`src/rtl/tick_gen_pkg.sv`:
```
// Shared constants for the multi-channel tick generator: default counter width,
// the classic 100 MHz divisor values and the channel-select width helper.
package tick_gen_pkg;

   localparam int CNT_W_DEF = 27;

   localparam int DIV_1KHZ = 100000;
   localparam int DIV_2HZ  = 50000000;
   localparam int DIV_1HZ  = 100000000;

   // Channel-select width; a single channel still gets a 1-bit select.
   function automatic int ch_width(input int n);
      return (n < 2) ? 1 : $clog2(n);
   endfunction

endpackage

```
`src/rtl/tick_chan.sv`:
```
// One tick channel: divisor register, counter, one-cycle tick flop and, when
// TICK_SQ_OUT_EN is defined, a square-wave flop toggled by each tick.
module tick_chan
   import tick_gen_pkg::*;
#(
   parameter int               CNT_W   = CNT_W_DEF,
   parameter logic [CNT_W-1:0] DEF_DIV = CNT_W'(DIV_1KHZ)
) (
   input  logic             high,
   input  logic             rst,
   input  logic             en,
   input  logic             sync,
   input  logic             wr,
   input  logic [CNT_W-1:0] wr_div,
   output logic             tick
`ifdef TICK_SQ_OUT_EN
   ,
   output logic             sq
`endif
);

   logic [CNT_W-1:0] div_reg;
   logic [CNT_W-1:0] cnt_reg;
   logic [CNT_W-1:0] cnt_next;
   logic [CNT_W-1:0] deff;
   logic [CNT_W-1:0] term_cnt;
   logic             term;
   logic             tick_reg;
   logic             tick_next;

   // Divisors 0 and 1 both mean "every enabled cycle"; >= catches a shrunken divisor.
   always_comb begin
      deff      = (div_reg < CNT_W'(2)) ? CNT_W'(1) : div_reg;
      term_cnt  = deff - CNT_W'(1);
      term      = (cnt_reg >= term_cnt);
      tick_next = en && term && !sync;
      cnt_next  = cnt_reg;
      if (sync || wr) begin
         cnt_next = '0;
      end else if (en) begin
         cnt_next = term ? '0 : cnt_reg + CNT_W'(1);
      end
   end

   always_ff @(posedge high or posedge rst) begin
      if (rst) begin
         div_reg  <= DEF_DIV;
         cnt_reg  <= '0;
         tick_reg <= 1'b0;
      end else begin
         if (wr) begin
            div_reg <= wr_div;
         end
         cnt_reg  <= cnt_next;
         tick_reg <= tick_next;
      end
   end

   assign tick = tick_reg;

`ifdef TICK_SQ_OUT_EN
   logic sq_reg;

   always_ff @(posedge high or posedge rst) begin
      if (rst) begin
         sq_reg <= 1'b0;
      end else if (sync || wr) begin
         sq_reg <= 1'b0;
      end else if (tick_next) begin
         sq_reg <= ~sq_reg;
      end
   end

   assign sq = sq_reg;
`endif

endmodule

```
`src/rtl/tick_gen.sv`:
```
// Multi-channel tick generator top: config write decode, ack flop and one
// tick_chan per channel. Defining TICK_SQ_OUT_EN adds the sq square-wave outputs.
module tick_gen
   import tick_gen_pkg::*;
#(
   parameter int                      NUM_CH  = 3,
   parameter int                      CNT_W   = CNT_W_DEF,
   parameter logic [NUM_CH*CNT_W-1:0] DEF_DIV = {27'(DIV_1HZ), 27'(DIV_2HZ), 27'(DIV_1KHZ)},
   localparam int                     CH_W    = ch_width(NUM_CH)
) (
   input  logic              high,
   input  logic              rst,
   input  logic [NUM_CH-1:0] en,
   input  logic              sync,
   input  logic              cfg_wr,
   input  logic [CH_W-1:0]   cfg_ch,
   input  logic [CNT_W-1:0]  cfg_div,
   output logic              cfg_ack,
   output logic [NUM_CH-1:0] tick
`ifdef TICK_SQ_OUT_EN
   ,
   output logic [NUM_CH-1:0] sq
`endif
);

   logic              cfg_valid;
   logic              cfg_ack_reg;
   logic [NUM_CH-1:0] wr_sel;

   // Extra bit so the range check stays meaningful when NUM_CH is a power of two.
   assign cfg_valid = cfg_wr && ({1'b0, cfg_ch} < (CH_W + 1)'(NUM_CH));

   always_ff @(posedge high or posedge rst) begin
      if (rst) begin
         cfg_ack_reg <= 1'b0;
      end else begin
         cfg_ack_reg <= cfg_valid;
      end
   end

   assign cfg_ack = cfg_ack_reg;

   generate
      for (genvar gi = 0; gi < NUM_CH; gi++) begin : g_chan
         assign wr_sel[gi] = cfg_valid && (cfg_ch == CH_W'(gi));

         tick_chan #(
            .CNT_W   (CNT_W),
            .DEF_DIV (DEF_DIV[gi*CNT_W +: CNT_W])
         ) u_chan (
            .high   (high),
            .rst    (rst),
            .en     (en[gi]),
            .sync   (sync),
            .wr     (wr_sel[gi]),
            .wr_div (cfg_div),
            .tick   (tick[gi])
`ifdef TICK_SQ_OUT_EN
            ,
            .sq     (sq[gi])
`endif
         );
      end
   endgenerate

endmodule

```
`config.mk`:
```
export PLATFORM = sky130hd
export DESIGN_NAME = tick_gen
export DESIGN_NICKNAME = d
export VERILOG_FILES = /design/src/rtl/tick_gen_pkg.sv /design/src/rtl/tick_chan.sv /design/src/rtl/tick_gen.sv
export SDC_FILE = /design/constraint.sdc
export NUM_CORES = 1
export LEC_CHECK = 0
export CORE_ASPECT_RATIO = 1.75
export CORE_UTILIZATION = 51
export CTS_CLUSTER_DIAMETER = 200
export DETAILED_ROUTE_END_ITERATION = 16
export GPL_ROUTABILITY_DRIVEN = 0
export GPL_TIMING_DRIVEN = 0
export PLACE_DENSITY_LB_ADDON = 0.15
export SLEW_MARGIN = 5
export SYNTH_ARGS = -nofsm -noshare
export SYNTH_HDL_FRONTEND = slang
export SYNTH_HIERARCHICAL = 1
export SYNTH_SLANG_ARGS = --single-unit
```
`constraint.sdc`:
```
create_clock -name high -period 5.3 [get_ports high]
set_input_delay 1.06 -clock high [delete_from_list [all_inputs] [get_ports high]]
set_output_delay 1.06 -clock high [all_outputs]
set_load 0.02 [all_outputs]
```
# Word level (Yosys, flattened, before mapping)
# Cells that the tools add are included.
# totals
elab_cells	55
register_bits	166
input_bits	36
out_inout_bits	4
# classes
reduce_logical	18
muxes	12
magnitude_cmp	7
n_eq_ne	2
addsub	6
# ops
operator	count
2-to-1 mux 27 bit	12
adder 27 x 1 -> 27 bit, second input constant	3
greater-or-equal comparator 27 bit	3
less-than comparator 27 x 2 -> 1 bit, second input constant	3
subtractor 27 x 1 -> 27 bit, second input constant	3
logical AND 1 bit	10
nonzero test 2 bit	3
logical OR 1 bit	3
equality test 2 x 1 -> 1 bit, second input constant	1
equality test 2 bit, second input constant	1
zero test 2 bit	1
less-than comparator 2 bit, second input constant	1
zero test 1 bit	1

# Longest topological paths before layout
# Gate-level depths: netlist of the first run.
# depth
ltp_word	7
depth_mapped	20
ltp_nobuf	18

# By module
# Netlist of the first run, hierarchy kept.
# modules_own_cells
mod	seq_area_each_um2	instances	cells_each	area_per_inst_um2
tick_chan (g_chan[1].u_chan ...)	1391.3	2	383	3773.6
tick_chan (g_chan[0].u_chan)	1383.8	1	383	3766.1
tick_gen	25.0	1	6	66.3

# Least setup slack after synthesis of the first run
# No wires, ideal clock.
# synth_path
path_type	reg2reg
startpoint	reg g_chan[0].u_chan.div_reg[9]
endpoint	reg g_chan[0].u_chan.cnt_reg[8]
arrival_time_ns	3.933
path_slack_ns	1.248
setup_time_ns	0.119
path_stages_with_launch	21
synth_period_minus_slack_ns	4.052
path_buffers	2
t_required_ns	5.181
path_cell_list	dfstp_2 nor3_1 nand4bb_1 nor2_1 a21oi_1 ha_1 nor3b_2 nand2_1 nor3_2 nand3_1 nor3_1 xnor2_1 ha_1 nand4_1 nor2_1 nand3_1 nand4_1 buf_2 buf_1 nor3b_1 o21a_1
# synth_via
elab_chain_len	7
# synth_rtl
item	line	text
from (decl)	tick_chan.sv:22	logic [CNT_W-1:0] div_reg;
from (signal assigned)	tick_chan.sv:52	div_reg <= wr_div;
less-than comparator 27 x 2 -> 1 bit	tick_chan.sv:33	deff = (div_reg < CNT_W'(2)) ? CNT_W'(1) : div_reg;
2-to-1 mux 27 bit *	tick_chan.sv:33	
subtractor 27 x 1 -> 27 bit *	tick_chan.sv:34	term_cnt = deff - CNT_W'(1);
greater-or-equal comparator 27 bit *	tick_chan.sv:35	term = (cnt_reg >= term_cnt);
2-to-1 mux 27 bit *	tick_chan.sv:41	cnt_next = term ? '0 : cnt_reg + CNT_W'(1);
2-to-1 mux 27 bit *	tick_chan.sv:40	end else if (en) begin
2-to-1 mux 27 bit *	tick_chan.sv:38	if (sync || wr) begin
to (signal assigned)	tick_chan.sv:54	cnt_reg <= cnt_next;
to (decl)	tick_chan.sv:23	logic [CNT_W-1:0] cnt_reg;
# Mark *: on every way between the ends. The rest lies on a longest branch, timed or not. The select of a mux whose other input is x is not followed.
# A chain may end at the register's enable or synchronous reset.

# Final worst setup path of the first run
# layout_path
startpoint	reg g_chan[0].u_chan.div_reg[9]
endpoint	reg g_chan[0].u_chan.cnt_reg[20]
# The elaborated chain is that of the path after synthesis.

==> impl_metrics.json, run 1 <==
{
  "status": "finished, final reports clean",
  "final_core_util_pct": 58.8,
  "setup_tns_ns": 0,
  "hold_violations": 0,
  "synth-compound-area-share_pct": 15.1,
  "drcViolationCount": 0,
  "cts_tree": "done",
  "synthMuxAreaShare_pct": 7.72,
  "grt_pass1_wl_um": 49400,
  "initial_core_util_pct": 51.8,
  "htree_num_levels": 4,
  "fill_cells": 2005,
  "postRouteAntennaNets": 0,
  "critPathKind": "register to register",
  "dp.final_hpwl_um": 23700,
  "fin_crit_ns": 5.07,
  "post_drt_via_cell_ratio": 6.12,
  "synth_top_family_by_area": "simple AND/OR/NAND/NOR gates",
  "clockBufferDepth": 2,
  "endpoint_kind": "register",
  "clock_tree.root_cell": "clkbuf_16",
  "cts.sinks": 166,
  "grt_max_degree": 38,
  "syn_area_mm2": 0.0114,
  "p_leak_nw": 5.34,
  "cp_max_fo": 10,
  "ioPinCount": 40,
  "grt_overflow": 0,
  "drt-pass1-iter-count": 4,
  "grt_pass1_vias": 9437,
  "synth-simple-area-share_pct": 23.1,
  "diodes": 0,
  "cp-start-kind": "register",
  "fmax_mhz": 197,
  "final_cell_mix": "dfrtp_1, nand2_1, ha_1, mux2_2, nor2_1",
  "final_max_slew_viol_count": 0,
  "totalWireLength_um": 30600,
  "grt_use_total_pct": 28.6,
  "cp.arrival_ns": 5.46,
  "cp_top_family": "simple AND/OR/NAND/NOR gates",
  "setup_viol": 0,
  "rows": 72,
  "synth_fp_nets": 1278,
  "yosys.area_share.adder_pct": 9.57,
  "area_growth_pct": 13.5,
  "total_power_mw": 3.62,
  "vias": 9350,
  "tightest_slew_ns": 0.998,
  "min_path_type": "register to register",
  "final_nets": 1341,
  "numPortBuffers": 39,
  "ys_warn_count": 6,
  "vdd_drop_max_mv": 0.223,
  "path_buf_inv": 2,
  "final_common_cell": "dfrtp_1",
  "layout-drive-gt1-share_pct": 16.2,
  "crit_required_ns": 5.69,
  "cts.clk_slew.worst_paths_ns": 0.07,
  "cellPowerDensity_mw_per_mm2": 280,
  "wl_per_cell_um": 20.0,
  "seq_area_frac_synth_pct": 36.8,
  "die_y_um": 200,
  "insertion_delay_ns": 0.45,
  "synth_edf_count": 0,
  "die_x_um": 115,
  "max_slew_margin_pct": 32.9,
  "cts_hold_buffers": 0,
  "die-area_mm2": 0.0229,
  "initialDrtViolationCount": 509,
  "syn_avg_cell_area_um2": 9.85,
  "synth_seq_cells": 166,
  "place_worst_setup_slack_ns": -0.203,
  "ys_types": 52,
  "critPathSlowestCell": "dfstp_2",
  "antenna_found_initial": 0,
  "core-area_mm2": 0.0220,
  "cp_slowest_stage_delay_ns": 0.63,
  "synth_xor_area_share_pct": 5.54,
  "synth_ff_type": "dfrtp_1",
  "period_share_pct": 95.7,
  "path_cells": "nor3_2 -> nand4bb_1 -> nor2_1 -> a21oi_2 -> ha_1 -> nor3b_4 -> nand2_1 -> nor3_4 -> nand3_1 -> nor3_1 -> xnor2_1 -> ha_1 -> nand4_1 -> nor2_1 -> a2bb2oi_1 -> nand4_1 -> buf_2 -> clkbuf_2 -> nor3b_1 -> o22a_1",
  "numCtsBuffers": 17,
  "maxCapViolCount": 0,
  "setup_slack_ns": 0.228,
  "syn_inst": 1155,
  "clock-skew-final_ns": 0.0102,
  "async_flop_share_pct": 100
}
Yosys cell counts (all sizes together) (9+ instances only):
library cell  number  share of area, %
o311ai            18               1.4
a21oi             30               1.3
inv               16              0.53
a22o              15               1.2
or3               12              0.66
nor4b              9              0.69
nor4              42               2.7
dfstp             30               6.9
o21a              24               1.6
xor2              39               3.0
clkbuf            21              0.69
o31ai             36               2.4
nor2              63               2.1
dfrtp            136                30
nand3             45               2.3
buf               21              0.99
nor3              60               2.8
a211oi            12              0.79
a221o              9              0.79
mux2              78               7.7
a21o              21               1.4
and3              18               1.0
nand4             21               1.2
ha                87               9.6
o21ai             33               1.6
a211o             12              0.92
nor3b             25               1.8
xnor2             33               2.5
and4              15               1.2
nand3b            12              0.79
nand2            108               3.6
cells by family after synthesis:
kind of cell,after synthesis
xor+xnor,72
compound gates,229
mux,78
flops,166
buf+inv,58
simple gates,465
fa+ha+maj,87
where the power goes:
| group | switching, mW | leakage, nW | internal (mW) |
|---|---|---|---|
| combinational | 0.344 | 2.93 | 0.322 |
| clock | 0.584 | 0.311 | 0.785 |
| sequential | 0.162 | 2.10 | 1.42 |
stage by stage:
stage | instance area, um2 | std cells | hold WS [ns]
after floorplan | 11400 | 1155 | 0.495
after global placement | 12100 | 1490 | 0.535
after detailed placement | 12200 | 1493 | 0.537
after CTS | 12800 | 1525 | 0.559
after global routing | 12900 | 1527 | 0.585
final | 12900 | 1527 | 0.560
final timing paths:
check,slack [ns],startpoint,endpoint,depth (start not counted)
max,0.23,g_chan[0].u_chan/div_reg[9],g_chan[0].u_chan/cnt_reg[20],20
min,0.56,g_chan[1].u_chan/div_reg[11],g_chan[1].u_chan/div_reg[11],1
max reg2reg,0.23,g_chan[0].u_chan/div_reg[9],g_chan[0].u_chan/cnt_reg[20],20
min reg2reg,0.56,g_chan[1].u_chan/div_reg[11],g_chan[1].u_chan/div_reg[11],1
max in group asynchronous,3.55,rst,g_chan[0].u_chan/div_reg[7],3
min in group asynchronous,0.91,rst,cfg_ack,2
area by class of cell:
class                      instances  area (um2)  area share (%)
sequential                       166        4190            32.4
timing repair buffer              44         465            3.60
clock buffer                      19         453            3.51
multi-input combinational        931        7000            54.2
clock inverter                    13         184            1.42
inverter                          16        60.1           0.465
tap                              296         370            2.87
buffer                            42         196            1.52
layer usage:
| metal | part of all wire, % | GRT usage (%) | wire (um) | vias up |
|---|---|---|---|---|
| met5 | 0 | 0 | 0 | - |
| met3 | 2.9 | 4.85 | 883 | 71 |
| met4 | 5.4 | 16.9 | 1640 | 0 |
| met2 | 54 | 52.8 | 16500 | 199 |
| met1 | 38 | 29.9 | 11600 | 4555 |
| li1 | - | - | - | 4525 |
what timing repair did:
item | 4_1_cts | 5_1_grt
pin swaps | 0 | 2
resized for setup | 2 | 18
endpoints found under the setup margin | 17 | 62
setup buffers | 0 | 2
No activity file was read; power rests on OpenSTA's default activity.
==> inputs of run 2 (changes only) <==
Settings changed: CORE_MARGIN from default to 2.
==> run 2 against run 1 <==
Effect of this change: combinational power decreased by 0.6%; count of clock-buffer cells in the layout fell by 1; register-to-register slack gained 0.12 ns; total power down 3.4%; die area grew 2.8%; critical endpoint is now g_chan[0].u_chan/cnt_reg[23].
==> impl_metrics.json, run 2 (synthesized netlist as in run 1, its figures left out) <==
{
  "critPathKind": "register to register",
  "numPortBuffers": 39,
  "clockBufferDepth": 2,
  "vdd_drop_max_mv": 0.197,
  "cts.sinks": 166,
  "fin_crit_ns": 4.95,
  "postRouteAntennaNets": 0,
  "htree_num_levels": 4,
  "period_share_pct": 93.4,
  "initialDrtViolationCount": 596,
  "cellPowerDensity_mw_per_mm2": 272,
  "max_slew_margin_pct": 43.9,
  "grt_overflow": 0,
  "seqPwrFrac_pct": 45.4,
  "pwr-share-comb_pct": 18.9,
  "path_cells": "nor3_2 -> nand4bb_1 -> nor2_1 -> a21oi_2 -> ha_1 -> nor3b_4 -> nand2_1 -> nor3_4 -> nand3_1 -> nor3_1 -> xnor2_1 -> ha_1 -> nand4_1 -> buf_4 -> a2111oi_4 -> buf_4 -> buf_4 -> nor3b_1 -> o21a_1",
  "drcViolationCount": 0,
  "total_power_mw": 3.50,
  "final_common_cell": "dfrtp_1",
  "clock-skew-final_ns": 0.00870,
  "cpMostUsedCell": "buf_4",
  "post_drt_via_cell_ratio": 6.17,
  "grt-busiest-layer": "met2",
  "setup_viol": 0,
  "regArea_mm2": 0.00419,
  "grt_pass1_wl_um": 48900,
  "numCtsBuffers": 17,
  "crit_required_ns": 5.64,
  "tightest_slew_ns": 0.836,
  "multi_input_area_mm2": 0.00699,
  "p_leak_nw": 5.32,
  "path_buf_inv": 3,
  "totalWireLength_um": 30500,
  "met2_usage_pct": 48.9,
  "final_core_util_pct": 58.5,
  "clock_tree.root_cell": "clkbuf_16",
  "vias": 9414,
  "die-area_mm2": 0.0236,
  "final_nets": 1341,
  "endpoint_kind": "register",
  "critPathSlowestCell": "dfstp_2",
  "grt_use_total_pct": 27.0,
  "cts.clk_slew.worst_paths_ns": 0.07,
  "area_growth_pct": 13.0,
  "cp_top_family": "simple AND/OR/NAND/NOR gates",
  "drt-pass1-iter-count": 5,
  "die_y_um": 202,
  "switching_power_mw": 1.11,
  "maxCapViolCount": 0,
  "wl_per_cell_um": 20.0,
  "met3_usage_pct": 3.86,
  "final_max_slew_viol_count": 0,
  "cts_hold_buffers": 0,
  "core-area_mm2": 0.0220,
  "layout-drive-gt1-share_pct": 16.1,
  "hold_violations": 0,
  "cts_tree": "done",
  "ioPinCount": 40,
  "cp_max_fo": 10,
  "diodes": 0,
  "die_x_um": 117,
  "fill_cells": 1962,
  "cp_slowest_stage_delay_ns": 0.59,
  "pwr-share-clk_pct": 35.7,
  "p_int_mw": 2.39,
  "use_met1_pct": 29.8,
  "antenna_found_initial": 0,
  "grt_pass1_vias": 9330,
  "dp.final_hpwl_um": 23700,
  "cp.arrival_ns": 5.29,
  "grt_max_degree": 38,
  "insertion_delay_ns": 0.44,
  "final_cell_mix": "dfrtp_1, nand2_1, ha_1, mux2_2, nor2_1",
  "switching_share_pct": 31.7,
  "min_path_type": "register to register",
  "rows": 72,
  "status": "finished, final reports clean",
  "initial_core_util_pct": 51.8,
  "cp-start-kind": "register",
  "fmax_mhz": 202
}
run 2: cell count changes in the layout (fill, tap and decap cells not counted), sizes merged:
cell	previous run	this run
bufinv	3	0
clkbuf	43	42
clkinv	1	3
inv	24	26
run 2: final timing paths:
| path | to | from | depth (start not counted) | slack (ns) |
|---|---|---|---|---|
| hold / removal | g_chan[0].u_chan/cnt_reg[26] | g_chan[0].u_chan/cnt_reg[26] | 1 | 0.54 |
| min in group asynchronous | cfg_ack | rst | 2 | 0.91 |
| hold reg to reg | g_chan[0].u_chan/cnt_reg[26] | g_chan[0].u_chan/cnt_reg[26] | 1 | 0.54 |
| setup reg to reg | g_chan[0].u_chan/cnt_reg[23] | g_chan[0].u_chan/div_reg[9] | 19 | 0.35 |
| max in group asynchronous | g_chan[2].u_chan/div_reg[21] | rst | 3 | 3.52 |
| setup / recovery | g_chan[0].u_chan/cnt_reg[23] | g_chan[0].u_chan/div_reg[9] | 19 | 0.35 |
run 2: layer usage:
| metal | wire length (um) | share of wire [%] |
|---|---|---|
| met1 | 11500 | 38 |
| met3 | 957 | 3.1 |
| met4 | 1500 | 4.9 |
| met5 | 0 | 0 |
| met2 | 16600 | 54 |
run 2: layout make-up:
class	count	area share, %
sequential	166	32.6
tap	296	2.88
timing repair buffer	44	3.62
multi-input combinational	931	54.3
buffer	42	1.58
inverter	16	0.467
clock inverter	14	1.16
clock buffer	18	3.41
run 2: metrics by stage:
step                hold WS (ns)  setup slack, ns  area (um2)  instances   TNS, ns
floorplan                  0.495             1.25       11400       1155         0
global placement           0.517           -0.174       12100       1490     -1.97
detailed placement         0.525           -0.278       12200       1493     -4.04
CTS                        0.541           0.0155       12800       1525         0
global route               0.569         -0.00825       12900       1527  -0.00825
finish                     0.545            0.347       12900       1527         0
run 2: timing repair:
item / in CTS / in global routing
resized for setup: 4 / 16
setup buffers: 0 / 2
pin swaps: 0 / 3
endpoints found under the setup margin: 26 / 67
run 2: power by group through the flow:
stage | Sequential, mW | Combinational (mW) | Clock [mW]
floorplan | 1.56 | 0.487 | 0
global placement | 1.60 | 0.627 | 0
detailed placement | 1.60 | 0.654 | 0
CTS | 1.58 | 0.660 | 1.27
global route | 1.61 | 0.741 | 1.32
finish | 1.59 | 0.662 | 1.25
==> inputs of run 3 (changes only) <==
==> constraint.sdc (replaced) <==
create_clock -name high -period 5.3 [get_ports high]
set_input_delay 1.325 -clock high [delete_from_list [all_inputs] [get_ports high]]
set_output_delay 1.325 -clock high [all_outputs]
set_load 0.02 [all_outputs]
==> results of run 3 <==
Same layout as run 2 (identical final DEF). Status: finished, final reports clean.
